<file path="src/rtl/lb_frame_ctrl.sv">
// Frame sequencer ahead of the 3x3 line-buffer/window datapath: aligns to sof, forwards one frame, waits for the drain.
// Optional frame statistics outputs are compiled in with LBC_FRAME_STATS_EN.
module lb_frame_ctrl #(
  parameter int DATA_WIDTH   = 8,
  parameter int WIDTH        = 640,
  parameter int HEIGHT       = 480,
  parameter int DRAIN_CYCLES = 1024
) (
  input  logic                  clk,
  input  logic                  rst,
  input  logic                  enable,
  input  logic                  s_valid,
  output logic                  s_ready,
  input  logic [DATA_WIDTH-1:0] s_data,
  input  logic                  s_sof,
  input  logic                  s_eol,
  output logic                  lb_in_valid,
  output logic [DATA_WIDTH-1:0] lb_pix_in,
  input  logic                  lb_win_valid,
  output logic                  frame_busy,
  output logic                  frame_done,
  output logic                  err_sof,
  output logic                  err_eol,
  output logic                  err_timeout,
  input  logic                  err_clr
`ifdef LBC_FRAME_STATS_EN
  ,
  output logic [15:0]           frame_cnt,
  output logic [15:0]           drop_cnt
`endif
);

  localparam int TOTAL = WIDTH * HEIGHT;
  localparam int XW    = (WIDTH > 1) ? $clog2(WIDTH) : 1;
  localparam int YW    = (HEIGHT > 1) ? $clog2(HEIGHT) : 1;
  localparam int WW    = $clog2(TOTAL + 1);
  localparam int DW    = (DRAIN_CYCLES > 1) ? $clog2(DRAIN_CYCLES) : 1;
  localparam logic [XW-1:0] X_LAST = XW'(WIDTH - 1);
  localparam logic [YW-1:0] Y_LAST = YW'(HEIGHT - 1);

  typedef enum logic [1:0] {IDLE, WAIT_SOF, STREAM, DRAIN} state_t;

  state_t                 state_reg, state_next;
  logic [XW-1:0]          x_cnt_reg;
  logic [YW-1:0]          y_cnt_reg;
  logic [WW-1:0]          win_cnt_reg;
  logic [DW-1:0]          drain_cnt_reg;
  logic                   lb_in_valid_reg, frame_done_reg;
  logic [DATA_WIDTH-1:0]  lb_pix_reg;
  logic                   err_sof_reg, err_eol_reg, err_timeout_reg;

  logic beat, sof_start, stream_beat, last_beat, fwd;
  logic x_last, y_last, win_full, done_now, timeout_now;

  always_ff @(posedge clk) begin
    if (rst) state_reg <= IDLE;
    else     state_reg <= state_next;
  end

  always_comb begin
    s_ready     = (state_reg == WAIT_SOF) || (state_reg == STREAM);
    frame_busy  = (state_reg == STREAM) || (state_reg == DRAIN);
    beat        = s_valid && s_ready;
    x_last      = (x_cnt_reg == X_LAST);
    y_last      = (y_cnt_reg == Y_LAST);
    sof_start   = (state_reg == WAIT_SOF) && beat && s_sof;
    stream_beat = (state_reg == STREAM) && beat;
    last_beat   = stream_beat && x_last && y_last;
    fwd         = sof_start || stream_beat;
    win_full    = (win_cnt_reg == WW'(TOTAL));
    done_now    = (state_reg == DRAIN) && win_full;
    timeout_now = (state_reg == DRAIN) && !win_full && (drain_cnt_reg == DW'(DRAIN_CYCLES - 1));
    state_next  = state_reg;
    case (state_reg)
      IDLE:     if (enable) state_next = WAIT_SOF;
      WAIT_SOF: begin
        // A one-pixel frame is complete as soon as its sof beat is taken.
        if (sof_start)   state_next = (TOTAL == 1) ? DRAIN : STREAM;
        else if (!enable) state_next = IDLE;
      end
      STREAM:   if (last_beat) state_next = DRAIN;
      DRAIN:    if (done_now || timeout_now) state_next = enable ? WAIT_SOF : IDLE;
      default:  state_next = IDLE;
    endcase
  end

  // Geometry comes only from the counters; markers are checked, never obeyed.
  always_ff @(posedge clk) begin
    if (rst) begin
      x_cnt_reg     <= '0;
      y_cnt_reg     <= '0;
      win_cnt_reg   <= '0;
      drain_cnt_reg <= '0;
    end else begin
      if (sof_start) begin
        x_cnt_reg   <= (WIDTH == 1) ? '0 : XW'(1);
        y_cnt_reg   <= (WIDTH == 1) ? YW'(1) : '0;
        win_cnt_reg <= '0;
      end else begin
        if (stream_beat) begin
          if (last_beat) begin
            x_cnt_reg <= '0;
            y_cnt_reg <= '0;
          end else if (x_last) begin
            x_cnt_reg <= '0;
            y_cnt_reg <= y_cnt_reg + YW'(1);
          end else begin
            x_cnt_reg <= x_cnt_reg + XW'(1);
          end
        end
        if (frame_busy && lb_win_valid && !win_full)
          win_cnt_reg <= win_cnt_reg + WW'(1);
      end
      if ((state_reg == DRAIN) && !(done_now || timeout_now))
        drain_cnt_reg <= drain_cnt_reg + DW'(1);
      else
        drain_cnt_reg <= '0;
    end
  end

  always_ff @(posedge clk) begin
    if (rst) begin
      lb_in_valid_reg <= 1'b0;
      lb_pix_reg      <= '0;
      frame_done_reg  <= 1'b0;
      err_sof_reg     <= 1'b0;
      err_eol_reg     <= 1'b0;
      err_timeout_reg <= 1'b0;
    end else begin
      lb_in_valid_reg <= fwd;
      if (fwd) lb_pix_reg <= s_data;
      frame_done_reg  <= done_now || timeout_now;
      // A fresh error event outranks a simultaneous clear.
      err_sof_reg     <= (stream_beat && s_sof) || (err_sof_reg && !err_clr);
      err_eol_reg     <= (stream_beat && (s_eol != x_last)) || (err_eol_reg && !err_clr);
      err_timeout_reg <= timeout_now || (err_timeout_reg && !err_clr);
    end
  end

  assign lb_in_valid = lb_in_valid_reg;
  assign lb_pix_in   = lb_pix_reg;
  assign frame_done  = frame_done_reg;
  assign err_sof     = err_sof_reg;
  assign err_eol     = err_eol_reg;
  assign err_timeout = err_timeout_reg;

`ifdef LBC_FRAME_STATS_EN
  logic [15:0] frame_cnt_reg, drop_cnt_reg;

  always_ff @(posedge clk) begin
    if (rst || err_clr) begin
      frame_cnt_reg <= '0;
      drop_cnt_reg  <= '0;
    end else begin
      if (frame_done_reg) frame_cnt_reg <= frame_cnt_reg + 16'd1;
      if ((state_reg == WAIT_SOF) && beat && !s_sof && (drop_cnt_reg != 16'hFFFF))
        drop_cnt_reg <= drop_cnt_reg + 16'd1;
    end
  end

  assign frame_cnt = frame_cnt_reg;
  assign drop_cnt  = drop_cnt_reg;
`endif

endmodule
</file>
<file path="config.mk">
export PLATFORM = sky130hd
export DESIGN_NAME = lb_frame_ctrl
export DESIGN_NICKNAME = d
export VERILOG_FILES = /design/src/rtl/lb_frame_ctrl.sv
export SDC_FILE = /design/constraint.sdc
export NUM_CORES = 1
export LEC_CHECK = 0
export CAP_MARGIN = 20
export CORE_UTILIZATION = 49
export DETAILED_ROUTE_END_ITERATION = 12
export PLACE_DENSITY = 0.81
export REMOVE_ABC_BUFFERS = 1
export SKIP_LAST_GASP = 1
export SLEW_MARGIN = 20
export SYNTH_ARGS = -nofsm -noshare
export SYNTH_HDL_FRONTEND = slang
export SYNTH_SLANG_ARGS = --single-unit
</file>
<file path="constraint.sdc">
create_clock -name clk -period 4.65 [get_ports clk]
set_clock_uncertainty 0.2 [all_clocks]
set_input_delay 0.93 -clock clk [delete_from_list [all_inputs] [get_ports clk]]
set_output_delay 0.93 -clock clk [all_outputs]
set_load 0.02 [all_outputs]
</file>
==> results.cfg <==
[cts]
path_clk_slew_ns = 0.07
clock_sinks = 63
postCtsSetupBuffers = 0
clk_latency_ns = 0.34
htreeDepth = 3
holdBufCountCts = 0
cts.repair.resized = 0
cts_tree = yes
cts-root-buf = clkbuf_8
clock_path_buffers = 2
numCtsBuffers = 9

[grt]
grt_pass1_vias = 2309
grt_pass1_wl_um = 9920
grt_max_degree = 28
overflow = 0
antenna_found_initial = 0
gr-usage-all-layers = 0.206

[synth]
ys_seq_area_frac = 0.436
synth_top_cell_area_share = 0.436
ys_seq_elements = 63
synth_area_per_cell_um2 = 8.88
syn_area_um2 = 2890
yosysUniqueCellTypes = 44
yosys.area.top_type = dfxtp_1
synthTopCellsByArea = dfxtp_1 44%, xor2_1 10%, nor2_1 6.6%
yosys_warnings = 0
synth_cells = 326

[floorplan]
fp-row-count = 27
pin_count = 31
die_area_um2 = 6220
core-area_um2 = 5610
die_x_um = 78.9
die_h_um = 78.9
start_util = 0.516

[route]
final_antenna_net_count = 0
drt-initial-drc-count = 119
routedWlPerCell_um = 13.3
dr.pass1.iters = 4
drc = 0
vias = 2359
totalWireLength_um = 5770
vias_per_cell = 5.44

[setup_path]
required_ns = 3.52
r2r_slack_ns = 2.08
arrival_ns = 2.07
critical_path.cell_chain = inv_1 -> ha_1 -> or2_2 -> clkdlybuf4s50_1
path_max_fanout = 7
critPathKind = reg -> out
startpoint_type = register
path_buf_inv = 2
worst_path_max_delay_cell = clkdlybuf4s50_1
slowest_delay_ns = 0.53
crit_family = buffers and inverters
cp-end-kind = primary output

[cells_and_area]
multi_input_comb_area_um2 = 1570
post-route-util = 0.615
largest_reg_flops = 19
drive_above_1_share = 0.0608
diodes = 0
regArea_um2 = 1260
nets = 383
areaGrowthSynthToFinish_pct = 19.2
fillers = 510

[timing]
rsz0062_at_grt = no
max_freq_mhz = 313
setup_ws_ns = 1.45
worst-slew-pin-transition_ns = 0.927
setup_viol = 0
fin_setup_tns_ns = 0
report.final.slew_viol_count = 0
worst_hold_slack_ns = 0.255
finalHoldViolCount = 0
timing.slew.headroom = 0.381
finalCritPeriodShare = 0.688
finalCriticalPeriod_ns = 3.20

[run_status]
outcome = completed

[placement]
post-dp-hpwl_um = 4080
port-buffer-count = 30
place_ws_ns = 1.32
place_congestion = 0.839

[pwr]
leakage_nw = 1.31
vdd_drop_max_mv = 0.242
power_density_nw_per_um2 = 320

[job]
maxCapViolations = 0

[worst_hold_path]
hp-class = reg -> reg
-- worst paths after layout --
kind / start / endpoint / cells after the start
max: state_reg[0]$_SDFFE_PP0P_ / frame_busy / 4
min: lb_pix_in[2]$_SDFFE_PP0P_ / lb_pix_in[2]$_SDFFE_PP0P_ / 2
max reg2reg: state_reg[0]$_SDFFE_PP0P_ / y_cnt_reg[3]$_SDFFE_PP0P_ / 6
min reg2reg: lb_pix_in[2]$_SDFFE_PP0P_ / lb_pix_in[2]$_SDFFE_PP0P_ / 2
-- final cells by class --
class / instances / share of cell area
sequential: 63 / 0.365
multi-input combinational: 246 / 0.454
clock inverter: 4 / 0.0203
clock buffer: 12 / 0.0392
tap: 72 / 0.0261
inverter: 7 / 0.00761
timing repair buffer: 30 / 0.0870
-- synth_stat cells (all sizes together) --
library cell,instances
or3,3
and2,5
or2,1
xnor2,6
ha,10
o221a,1
mux2,1
o2111ai,5
nand2,31
mux2i,1
and3,13
and4,6
a31oi,1
nand4,16
or3b,1
nor4b,3
o21ai,5
nand3,15
or4b,1
a32oi,1
clkbuf,9
o2111a,1
buf,1
a21oi,17
dfxtp,63
o211a,1
o21a,1
xor2,33
o211ai,5
and4b,1
a2bb2oi,1
nor4,1
nor2b,1
nor3b,1
inv,7
nor3,4
nor2,51
a21o,2
-- worst reg2reg max path: stages (launching register included) --
cell	delay [ns]
dfxtp_1	0.45
inv_1	0.12
ha_1	0.32
nand4_1	0.24
nand2_1	0.79
a21o_1	0.25
nor2_1	0.08
-- report_power, final --
group	total (mW)	switching, mW	internal (mW)
logic	0.0579	0.0299	0.0280
registers	0.547	0.00413	0.543
clock network	0.500	0.200	0.301
total	1.11	0.234	0.872
-- logic make-up (layout without fill, tap and decap cells) --
family / count (synthesis) / after routing / synth area share
AOI/OAI and AO/OA: 41 / 41 / 0.0968
xor gates and xnor gates: 39 / 39 / 0.118
adders and majority gates: 10 / 10 / 0.0432
buffers and inverters: 17 / 53 / 0.0225
DFF: 63 / 63 / 0.436
muxes: 2 / 2 / 0.00865
and+or+nand+nor: 154 / 154 / 0.275
-- placed cells by master, fill, tap and decap left out, types with 2 or more instances in the layout --
| cell | synthesis | final |
|---|---|---|
| a21o_1 | 2 | 2 |
| a21oi_1 | 17 | 17 |
| and2_1 | 5 | 5 |
| and3_1 | 13 | 13 |
| and4_1 | 6 | 6 |
| bufinv_16 | 0 | 2 |
| clkbuf_1 | 9 | 3 |
| clkbuf_8 | 0 | 9 |
| clkdlybuf4s50_1 | 0 | 30 |
| clkinv_2 | 0 | 2 |
| dfxtp_1 | 63 | 63 |
| ha_1 | 10 | 10 |
| inv_1 | 7 | 7 |
| nand2_1 | 30 | 30 |
| nand3_1 | 15 | 15 |
| nand4_1 | 15 | 15 |
| nor2_1 | 51 | 51 |
| nor3_1 | 3 | 3 |
| nor4b_1 | 3 | 3 |
| o2111ai_1 | 4 | 4 |
| o211ai_1 | 5 | 5 |
| o21ai_0 | 4 | 4 |
| or3_1 | 2 | 2 |
| xnor2_1 | 6 | 6 |
| xor2_1 | 33 | 33 |
-- stage by stage --
step           cell area, um^2  total power, mW  std cells
2_1_floorplan             2860            0.588        316
3_3_place_gp              3250            0.615        418
3_5_place_dp              3250            0.617        418
4_1_cts                   3450             1.11        434
5_1_grt                   3450             1.14        434
6_report                  3450             1.11        434
-- layer usage --
metal | part of all wire | track usage | up-vias
li1 | - | - | 1200
met1 | 0.44 | 0.223 | 1098
met2 | 0.49 | 0.364 | 51
met3 | 0.048 | 0.0770 | 10
met4 | 0.018 | 0.0782 | 0
met5 | 0 | 0 | -
Power figures use the tool's default switching activity.
